File: src/rtl/qtable_arbiter.sv
// qtable_arbiter
//   Shares the single-port Q-table RAM between the learning agent
//   (read-modify-write updates) and a read-only host readout port, and runs
//   an on-command initialisation sweep that writes INIT_VALUE to entries
//   0..DEPTH-1.
//
//   State table
//     state  | meaning
//     S_ARB  | normal arbitration between agent and host
//     S_INIT | init sweep, one RAM write per cycle, all grants held off
//
// Ports
//   clk, rst                         clock, async active-high reset
//   agent_req/we/addr/wdata/lock     agent access request; lock spans an RMW
//   agent_gnt/rvalid/rdata           agent grant and 1-cycle read return
//   host_req/addr                    host read request
//   host_gnt/rvalid/rdata            host grant and 1-cycle read return
//   init_start                       pulse requesting an init sweep
//   init_busy, init_done             sweep pending/running, end-of-sweep pulse
//   mem_en/we/addr/wdata, mem_rdata  RAM macro interface (sync read)
module qtable_arbiter #(
    parameter int                ADDR_W       = 8,
    parameter int                DATA_W       = 16,
    parameter int                DEPTH        = 256,
    parameter int                STARVE_LIMIT = 4,
    parameter logic [DATA_W-1:0] INIT_VALUE   = '0
) (
    input  logic              clk,
    input  logic              rst,
    input  logic              agent_req,
    input  logic              agent_we,
    input  logic [ADDR_W-1:0] agent_addr,
    input  logic [DATA_W-1:0] agent_wdata,
    input  logic              agent_lock,
    output logic              agent_gnt,
    output logic              agent_rvalid,
    output logic [DATA_W-1:0] agent_rdata,
    input  logic              host_req,
    input  logic [ADDR_W-1:0] host_addr,
    output logic              host_gnt,
    output logic              host_rvalid,
    output logic [DATA_W-1:0] host_rdata,
    input  logic              init_start,
    output logic              init_busy,
    output logic              init_done,
    output logic              mem_en,
    output logic              mem_we,
    output logic [ADDR_W-1:0] mem_addr,
    output logic [DATA_W-1:0] mem_wdata,
    input  logic [DATA_W-1:0] mem_rdata
);

    localparam int                SC_W       = $clog2(STARVE_LIMIT + 1);
    localparam logic [SC_W-1:0]   STARVE_MAX = SC_W'(STARVE_LIMIT);
    localparam logic [ADDR_W-1:0] LAST_ADDR  = ADDR_W'(DEPTH - 1);

    typedef enum logic {
        S_ARB,
        S_INIT
    } state_t;

    state_t            state;
    state_t            state_nxt;
    logic              pending;
    logic [ADDR_W-1:0] init_cnt;
    logic [SC_W-1:0]   starve_cnt;
    logic              agent_rvalid_q;
    logic              host_rvalid_q;
    logic              init_done_q;
    logic              go_init;
    logic              agent_gnt_c;
    logic              host_gnt_c;

    // Outputs are gated with rst so that nothing is granted or driven onto
    // the RAM while reset is held, even if requesters keep req asserted.
    always_comb begin
        state_nxt   = state;
        go_init     = 1'b0;
        agent_gnt_c = 1'b0;
        host_gnt_c  = 1'b0;
        mem_en      = 1'b0;
        mem_we      = 1'b0;
        mem_addr    = '0;
        mem_wdata   = '0;
        if (!rst) begin
            case (state)
                S_ARB: begin
                    if (pending && !agent_lock) begin
                        // transition cycle: no grant, sweep starts next cycle
                        go_init   = 1'b1;
                        state_nxt = S_INIT;
                    end else begin
                        host_gnt_c  = host_req &&
                                      (!agent_req ||
                                       (starve_cnt == STARVE_MAX && !agent_lock));
                        agent_gnt_c = agent_req && !host_gnt_c;
                        if (host_gnt_c) begin
                            mem_en   = 1'b1;
                            mem_addr = host_addr;
                        end else if (agent_gnt_c) begin
                            mem_en    = 1'b1;
                            mem_we    = agent_we;
                            mem_addr  = agent_addr;
                            mem_wdata = agent_wdata;
                        end
                    end
                end
                S_INIT: begin
                    mem_en    = 1'b1;
                    mem_we    = 1'b1;
                    mem_addr  = init_cnt;
                    mem_wdata = INIT_VALUE;
                    if (init_cnt == LAST_ADDR) begin
                        state_nxt = S_ARB;
                    end
                end
                default: state_nxt = S_ARB;
            endcase
        end
    end

    always_ff @(posedge clk or posedge rst) begin
        if (rst) begin
            state          <= S_ARB;
            pending        <= 1'b0;
            init_cnt       <= '0;
            starve_cnt     <= '0;
            agent_rvalid_q <= 1'b0;
            host_rvalid_q  <= 1'b0;
            init_done_q    <= 1'b0;
        end else begin
            state          <= state_nxt;
            init_done_q    <= (state == S_INIT) && (state_nxt == S_ARB);
            agent_rvalid_q <= agent_gnt_c && !agent_we;
            host_rvalid_q  <= host_gnt_c;

            // A start arriving in the transition cycle is covered by the
            // sweep that is about to begin, so the clear wins.
            if (go_init) begin
                pending <= 1'b0;
            end else if (state == S_ARB && init_start) begin
                pending <= 1'b1;
            end

            if (state == S_INIT) begin
                if (init_cnt == LAST_ADDR) begin
                    init_cnt <= '0;
                end else begin
                    init_cnt <= init_cnt + 1'b1;
                end
            end

            if (host_gnt_c || !host_req) begin
                starve_cnt <= '0;
            end else if (agent_gnt_c && starve_cnt != STARVE_MAX) begin
                starve_cnt <= starve_cnt + 1'b1;
            end
        end
    end

    assign agent_gnt    = agent_gnt_c;
    assign host_gnt     = host_gnt_c;
    assign agent_rvalid = agent_rvalid_q;
    assign host_rvalid  = host_rvalid_q;
    assign agent_rdata  = agent_rvalid_q ? mem_rdata : '0;
    assign host_rdata   = host_rvalid_q ? mem_rdata : '0;
    assign init_busy    = pending || (state == S_INIT);
    assign init_done    = init_done_q;

endmodule

File: config.mk
export PLATFORM = sky130hd
export DESIGN_NAME = qtable_arbiter
export DESIGN_NICKNAME = d
export VERILOG_FILES = /design/src/rtl/qtable_arbiter.sv
export SDC_FILE = /design/constraint.sdc
export NUM_CORES = 1
export LEC_CHECK = 0
export ABC_AREA = 0
export CAP_MARGIN = 20
export CORE_MARGIN = 4
export CORE_UTILIZATION = 32
export CTS_BUF_LIST = sky130_fd_sc_hd__clkbuf_4
export DETAILED_ROUTE_END_ITERATION = 10
export HOLD_SLACK_MARGIN = 0.06
export PLACE_DENSITY = 0.89
export SYNTH_ARGS = -nofsm -noshare
export SYNTH_HDL_FRONTEND = slang
export SYNTH_SLANG_ARGS = --single-unit
File: constraint.sdc
create_clock -name clk -period 2.6 [get_ports clk]
set_clock_uncertainty 0.2 [all_clocks]
set_input_delay 0.39 -clock clk [delete_from_list [all_inputs] [get_ports clk]]
set_output_delay 0.39 -clock clk [all_outputs]
set_load 0.1 [all_outputs]
==> Yosys cells after proc, flatten, opt, wreduce, memory -nomap -nowiden <==
Index checks and enable logic that the tools add are counted.
{ "classes": {"n_addsub": 2, "multipliers": 0, "div": 0, "order_cmp": 0, "eq_ne": 3, "shift": 0, "muxes": 39, "bitwise_logic": 2, "n_reduce_logical": 18} }
{ "op_table": {"columns": ["op", "n"], "rows": [
  ["$mux 16", 6],
  ["$mux 8", 5],
  ["$pmux 16 s2", 1],
  ["$mux 1", 21],
  ["$pmux 8 s2", 1],
  ["$add 8x1->8 const B", 1],
  ["$eq 8x8->1 const B", 1],
  ["$logic_and 1x1->1", 8],
  ["$mux 3", 2],
  ["$pmux 1 s2", 3],
  ["$logic_not 1->1", 5],
  ["$reduce_bool 2->1", 2],
  ["$add 3x1->3 const B", 1],
  ["$eq 3x3->1 const B", 1],
  ["$logic_or 1x1->1", 3],
  ["$ne 3x3->1 const B", 1],
  ["$not 1->1", 2]
]} }
{ "totals": {"reg_bits": 16, "latch_bits": 0, "mem_bits_rw": 0, "mem_bits_ro": 0, "out_inout_bits": 64, "mem_count": 0} }

==> Longest topological paths before layout <==
Gate-level depths: netlist (run 1).
{ "logic_depth": {"word_depth": 12, "depth_mapped": 7, "depth_no_buf": 5} }

==> Worst setup path before layout (run 1) <==
OpenSTA, ideal clock, no wires.
{ "synth_timing": {"kind": "reg-to-output", "from": "register starve_cnt[0]", "to": "output port mem_addr[0]", "arrival_ps": 3074, "path_slack_ps": -1064, "path_stages_with_launch": 6, "n_path_buf": 0, "path_cell_list": "dfrtp_1 -> inv_1 -> ha_1 -> a21boi_0 -> nor4b_4 -> a221o_1"} }
{ "synth_via": {"elab_chain_cells": 11} }
{ "synth_lines": {"columns": ["item", "line_no", "text"], "rows": [
  ["start: declaration", "66", "logic [SC_W-1:0] starve_cnt;"],
  ["start signal: assignment", "156", "starve_cnt <= starve_cnt + 1'b1;"],
  ["$eq 3x3->1 *", "95", "(starve_cnt == STARVE_MAX && !agent_lock));"],
  ["$logic_and 1x1->1 *", "95", null],
  ["$logic_or 1x1->1 *", "94", "(!agent_req ||"],
  ["$logic_and 1x1->1 *", "93", "host_gnt_c = host_req &&"],
  ["$logic_not 1->1", "96", "agent_gnt_c = agent_req && !host_gnt_c;"],
  ["$logic_and 1x1->1", "96", null],
  ["$mux 8", "100", "end else if (agent_gnt_c) begin"],
  ["$mux 8 *", "97", "if (host_gnt_c) begin"],
  ["$mux 8 *", "88", "if (pending && !agent_lock) begin"],
  ["$pmux 8 s2 *", "86", "case (state)"],
  ["$mux 8 *", "85", "if (!rst) begin"],
  ["end: declaration", "48", "output logic [ADDR_W-1:0] mem_addr,"]
]} }
Every way passes the cells marked *; elsewhere a longest branch is shown, timed or not.

==> Final worst setup path (run 1) <==
{ "layout_timing": {"from": "register starve_cnt[0]", "to": "output port mem_addr[3]"} }
The elaborated chain is that of the path after synthesis.

==> results of run 1 <==
[per-layer routing]
layer / track usage, % / vias to the layer above / part of all wire, %
met5: 0 / - / 0
met4: 11.48 / 0 / 3.9
met3: 4.545 / 21 / 7.0
met2: 50.35 / 113 / 52
met1: 31.12 / 870 / 37
li1: - / 833 / -
[synth_stat cells (2+ instances only)]
| library cell | number | share of area [%] |
|---|---|---|
| xnor2_1 | 2 | 1.3 |
| mux2_2 | 2 | 1.7 |
| o21ai_0 | 4 | 1.5 |
| nor4_1 | 2 | 0.92 |
| nand4b_1 | 2 | 1.3 |
| a221o_1 | 7 | 5.2 |
| and2_1 | 55 | 25 |
| nor2b_1 | 2 | 0.92 |
| nand2_1 | 2 | 0.56 |
| o31ai_1 | 4 | 2.2 |
| ha_1 | 3 | 2.8 |
| buf_2 | 3 | 1.1 |
| dfrtp_1 | 16 | 30 |
| nor3_1 | 4 | 1.5 |
| a31oi_1 | 2 | 0.92 |
| nand3_1 | 3 | 1.1 |
| a21oi_1 | 7 | 2.6 |
| inv_1 | 4 | 1.1 |
| or2_2 | 2 | 0.92 |
| clkbuf_1 | 3 | 0.83 |
| nand4_1 | 3 | 1.4 |
[timing repair]
item                                    CTS  global route
resized for setup                         8             3
setup buffers                             3             2
gates cloned                              0             0
pin swaps                                 4             3
hold buffers                              0             0
endpoints found under the setup margin   10             8
endpoints found under the hold margin     0             0
[sequential cells by signal, summed over array words and instances, names as in the netlist]
name          count
agent_rvalid      1
host_rvalid       1
init_cnt          8
init_done         1
pending           1
starve_cnt        3
state             1
[power groups by stage]
stage	Sequential, mW	Combinational [mW]	Clock, mW
final	0.419	1.16	0.141
after global placement	0.409	1.10	0
after floorplan	0.392	0.699	0
after detailed placement	0.419	1.14	0
after global routing	0.429	1.20	0.154
after CTS	0.414	1.15	0.146
[worst paths after layout]
check,end,depth (start not counted)
setup / recovery,mem_addr[3],8
hold / removal,init_cnt[6],1
setup reg to reg,starve_cnt[0],6
hold reg to reg,init_cnt[6],1
max in group asynchronous,starve_cnt[1],5
min in group asynchronous,init_cnt[4],5
[worst reg2reg max path: stages, from the launching register on]
cell     delay (ps)
dfrtp_1         390
inv_2            60
ha_4            170
buf_4           130
and2_1          180
or4_1           510
a21oi_1         170
[cells in the final DEF, fill, tap and decap left out, types with 3 or more instances in the layout]
cell             Yosys  routed
clkbuf_4             0       3
a21oi_1              7       7
nor3_1               4       4
and2_4               0       9
dlygate4sd2_1        0       3
o21ai_0              4       4
a221o_2              0       7
buf_12               0      60
and2_1              55      39
clkdlybuf4s50_1      0      51
nand4_1              3       3
dfrtp_1             16      16
nand3_1              3       3
buf_4                0      25
and2_2               0       7
o31ai_1              4       4
[area by class of cell]
cell class,instances,area [sq um]
Fill cell,187,651.9
Tap cell,50,62.56
Clock inverter,1,3.754
Multi-Input combinational cell,127,972.2
Timing Repair Buffer,139,1926
Inverter,5,18.77
Clock buffer,3,22.52
Sequential cell,16,400.4
[stage by stage]
step           power [mW]  area [sq um]  instances  utilization, %
2_1_floorplan       1.091          1399        155               -
3_3_place_gp        1.505          3332        333           82.12
3_5_place_dp        1.555          3332        333           82.12
4_1_cts             1.705          3402        340           83.84
5_1_grt             1.785          3406        341           83.93
6_report            1.717          3406        341           83.93
[logic make-up (layout without fill, tap and decap cells)]
family                   Yosys count  in the layout  synth area share, %
AND/OR/NAND/NOR                   86             86                41.91
adder cells (fa/ha/maj)            3              3                2.776
XOR/XNOR                           3              3                1.943
buffers and inverters             12            148                4.162
flip-flops                        16             16                29.60
multiplexers                       3              3                2.405
AO/OA/AOI/OAI                     32             32                17.21
==> summary.txt, run 1 <==
Run status
  – Status: finished clean

Clock network
  – H-Tree Level Count: 1
  – Clock transition at the registers of the reported paths: 100 ps
  – Root buffer cell: clkbuf_4
  – Clock insertion delay at the later pin of the skew report: 300 ps
  – TritonCTS clock tree: done
  – CTS max path bufs: 2
  – CTS sink cnt: 16
  – CTS Buf Count: 3

Drt
  – 1st-pass router iterations: 4
  – Via count: 1837
  – Wire per inst: 21.70 um
  – Via density: 5.387
  – Antenna-violating nets left: 0
  – DR iter-0 viols: 119
  – # DRC: 0
  – Final wirelength: 7401 um

Power
  – Combinational share of power: 67.3%
  – P_leak: 1.431 nW
  – PD cells: 504.1 nW/um^2
  – Clk pwr share: 8.2%
  – Maximum vdd drop: 0.0004599 V
  – Internal Power: 840.8 uW
  – Register share of total power: 24.4%
  – Switching portion of total power: 51.02%
  – Net Sw Power: 876.0 uW

Yosys
  – Syn. warnings: 0
  – Synth Register Bits: 16
  – Main synth FF type: dfrtp_1
  – Syn Std Cell Area: 1353 sq um
  – Syn Area/Cell: 8.726 sq um
  – Register area share after synthesis: 29.60%
  – Syn_nets: 213
  – Yosys cell types: 44
  – EDFF count, synth: 0
  – Cells after Synth: 155
  – FFs w/ async S/R, synth: 100.0%

Timing
  – Slew @ Worst Pin: 528.9 ps
  – Final Hold Slack: 342.4 ps
  – Setup_tns: 0 ps
  – Slew HR: 64.74%
  – # setup viols final: 0
  – Fin crit period: 2589 ps
  – F_max: 0.3862 GHz
  – RSZ-0062 raised after global routing: yes
  – Slew Limit Fails: 0
  – Final WS setup: 10.87 ps
  – Hold violation total from the final report: 0
  – Final Cycle Share: 99.58%

Layout
  – Nets: 350
  – Antenna cells: 0
  – Ratio of cells with drive above 1 in the final layout: 42.61%
  – Area delta synth->final: 151.8%

Die
  – I/O pin count: 119
  – Cell Rows: 23
  – Core Area: 4058 sq um
  – Die width: 73.02 um
  – Initial Util: 33.33%
  – Die area: 5331 sq um
  – Chip Height: 73.02 um

Placement
  – Port bufs: 118
  – Worst slack at placement: -121.0 ps
  – HPWL after DPL: 6152 um
  – Gpl congestion: 0.8763

Critical path
  – CP most frequent cell: buf_4
  – CP Class: register to output pin
  – Worst setup path startpoint: starve_cnt[0]
  – CP required: 2010 ps
  – Register-to-register setup slack: 730 ps
  – Worst-path cell chain: inv_2, ha_4, nand4b_1, buf_4, buf_4, and4_1, o221a_4, buf_12
  – CP Launch Type: register
  – Worst r2r src: starve_cnt[0]
  – Worst path top cell family by delay: buffers and inverters
  – Critical path arrival: 2000 ps
  – Worst Path Buf+Inv: 4
  – Max stage delay on crit path: 410 ps
  – CP max stage cell: dfrtp_1
  – Endpoint class of the critical path: output pin
  – Worst-path fanout max: 3

Global routing
  – Gr usage total: 27.53%
  – Largest net degree at the start of global routing: 25
  – Vias in the first global route: 1877
  – First-pass GRT wire length: 10810 um
  – Initial antenna violation count: 0
  – Grt ovf: 0

Min path
  – Hold_sp: init_cnt[6]
  – Hold Path Class: register to register

Job
  – Max-cap violation count: 0
Note: power is estimated with default switching activity, not from simulation.
==> run 2, diff against run 1 <==
Settings changed: CORE_UTILIZATION 32 to 29, PLACE_DENSITY 0.89 to 0.85.
Clock period 2.6 ns to 2.1 ns, I/O delays scaled along.
==> run 2 against run 1 <==
Compared with the run above:
- the flow now finishes with violations (negative setup slack)
- cell area grew 7.1%
- wire length rose by 0.58%
- combinational power rose by 34%
- worst hold slack improved by 20 ps
==> summary.txt, run 2 (same netlist as run 1, synthesis figures left out) <==
Run status
  – Status: finished with violations
  – Failing checks: negative setup slack

Min path
  – Hold Path Class: register to register
  – Hold depth: 1

Timing
  – Fin crit period: 2444 ps
  – Final Cycle Share: 116.4%
  – F_max: 0.4092 GHz
  – RSZ-0062 raised after global routing: yes
  – # setup viols final: 28
  – Slew @ Worst Pin: 392.7 ps
  – Slew Limit Fails: 0
  – Hold violation total from the final report: 0
  – Slew HR: 73.82%
  – Final WS setup: -343.5 ps

Die
  – Die area: 5821 sq um
  – I/O pin count: 119
  – Core Area: 4444 sq um
  – Chip Height: 76.30 um
  – Cell Rows: 24
  – Initial Util: 30.43%
  – Die width: 76.30 um

Clock network
  – CTS sink cnt: 16
  – CTS Buf Count: 3
  – Clock transition at the registers of the reported paths: 100 ps
  – TritonCTS clock tree: done
  – H-Tree Level Count: 1
  – CTS Hold Bufs: 0
  – CTS max path bufs: 2
  – Root buffer cell: clkbuf_4
  – Clock insertion delay at the later pin of the skew report: 290 ps

Layout
  – Antenna cells: 0
  – Largest regs: init_cnt x8, starve_cnt x3
  – Most frequent cells in the layout: buf_12 (63), clkdlybuf4s50_1 (51), buf_4 (32), and2_2 (20), and2_1 (19)
  – Largest reg by FF count: init_cnt
  – Ratio of cells with drive above 1 in the final layout: 54.43%
  – Nets: 364
  – Max reg flops: 8
  – Commonest non-fill, non-tap cell in the layout: buf_12
  – Area delta synth->final: 169.8%

Critical path
  – Worst-path fanout max: 4
  – CP Launch Type: register
  – CP required: 1580 ps
  – Critical path arrival: 1930 ps
  – Endpoint class of the critical path: output pin
  – CP Class: register to output pin
  – R2R cell count: 5

Drt
  – 1st-pass router iterations: 4
  – Via count: 1881
  – DR iter-0 viols: 83
  – Antenna-violating nets left: 0
  – DR top layer: met4
  – Wire length on met3: 537 um
  – Wire length on met2: 3883 um
  – # DRC: 0
  – Wire per inst: 20.85 um
  – Final wirelength: 7444 um
  – Via density: 5.269
  – M1 WL: 2799 um

Power
  – Tot Pwr: 2.261 mW
  – PD cells: 619.6 nW/um^2
  – Maximum vdd drop: 0.0007043 V
  – P_leak: 1.544 nW

Global routing
  – First-pass GRT wire length: 10970 um
  – Grt ovf: 0
  – Initial antenna violation count: 0
  – Vias in the first global route: 1837
  – Largest net degree at the start of global routing: 21
  – Gr usage total: 23.92%

Placement
  – HPWL after DPL: 5817 um
  – Port bufs: 118
  – Worst slack at placement: -478.4 ps
  – Gpl congestion: 0.8886

Job
  – Max-cap violation count: 0
## run 2: cell count changes in the layout (fill, tap and decap cells not counted), sizes merged
cell,previous run,this run
clkinv,2,1
buf,85,99
clkinvlp,0,1
## run 2: path summary, 6_finish.rpt
path,end,start,slack (ps)
setup / recovery,mem_addr[0],state,-340
hold / removal,init_cnt[4],init_cnt[4],360
setup reg to reg,starve_cnt[0],state,130
hold reg to reg,init_cnt[4],init_cnt[4],360
max in group asynchronous,agent_rvalid,rst,1130
min in group asynchronous,host_rvalid,rst,370
## run 2: report_power, final
part           switching, mW  total (mW)  internal [mW]
registers              0.132       0.524          0.392
logic                  0.903        1.56          0.661
clock network          0.103       0.173         0.0691
## run 2: cell type report
| class | instances | area [sq um] |
|---|---|---|
| Timing Repair Buffer | 153 | 2083 |
| Multi-Input combinational cell | 127 | 1049 |
| Fill cell | 196 | 795.8 |
| Sequential cell | 16 | 402.9 |
| Tap cell | 52 | 65.06 |
| Clock buffer | 3 | 22.52 |
| Inverter | 5 | 22.52 |
| Clock inverter | 1 | 3.754 |
## run 2: critical path, cell delays in order (launching register included)
cell	delay, ps
dfrtp_1	450
or2_4	270
nor4b_4	370
buf_4	200
a221o_2	170
buf_12	170
## run 2: metrics by stage
step	setup TNS, ps	instance area, sq um	hold WS [ps]	util [%]	std cells
floorplan	-9664	1461	166.3	-	155
global placement	-8083	3478	278.0	78.27	343
detailed placement	-9503	3478	317.4	78.27	343
CTS	-5604	3540	292.2	79.65	349
global route	-8277	3649	375.1	82.09	357
finish	-6538	3649	362.0	82.09	357
## run 2: timing repair
action                                  CTS  global route
hold endpoints to repair                  0             0
endpoints found under the setup margin   28            28
gates resized for setup                  12            11
cloned                                    1             0
buffers inserted                          2             8
pin swaps                                10             4
## run 2: routing by layer
metal	vias up	track usage (%)
li1	860	-
met1	885	27.18
met2	112	44.46
met3	24	6.265
met4	0	5.254
met5	-	0
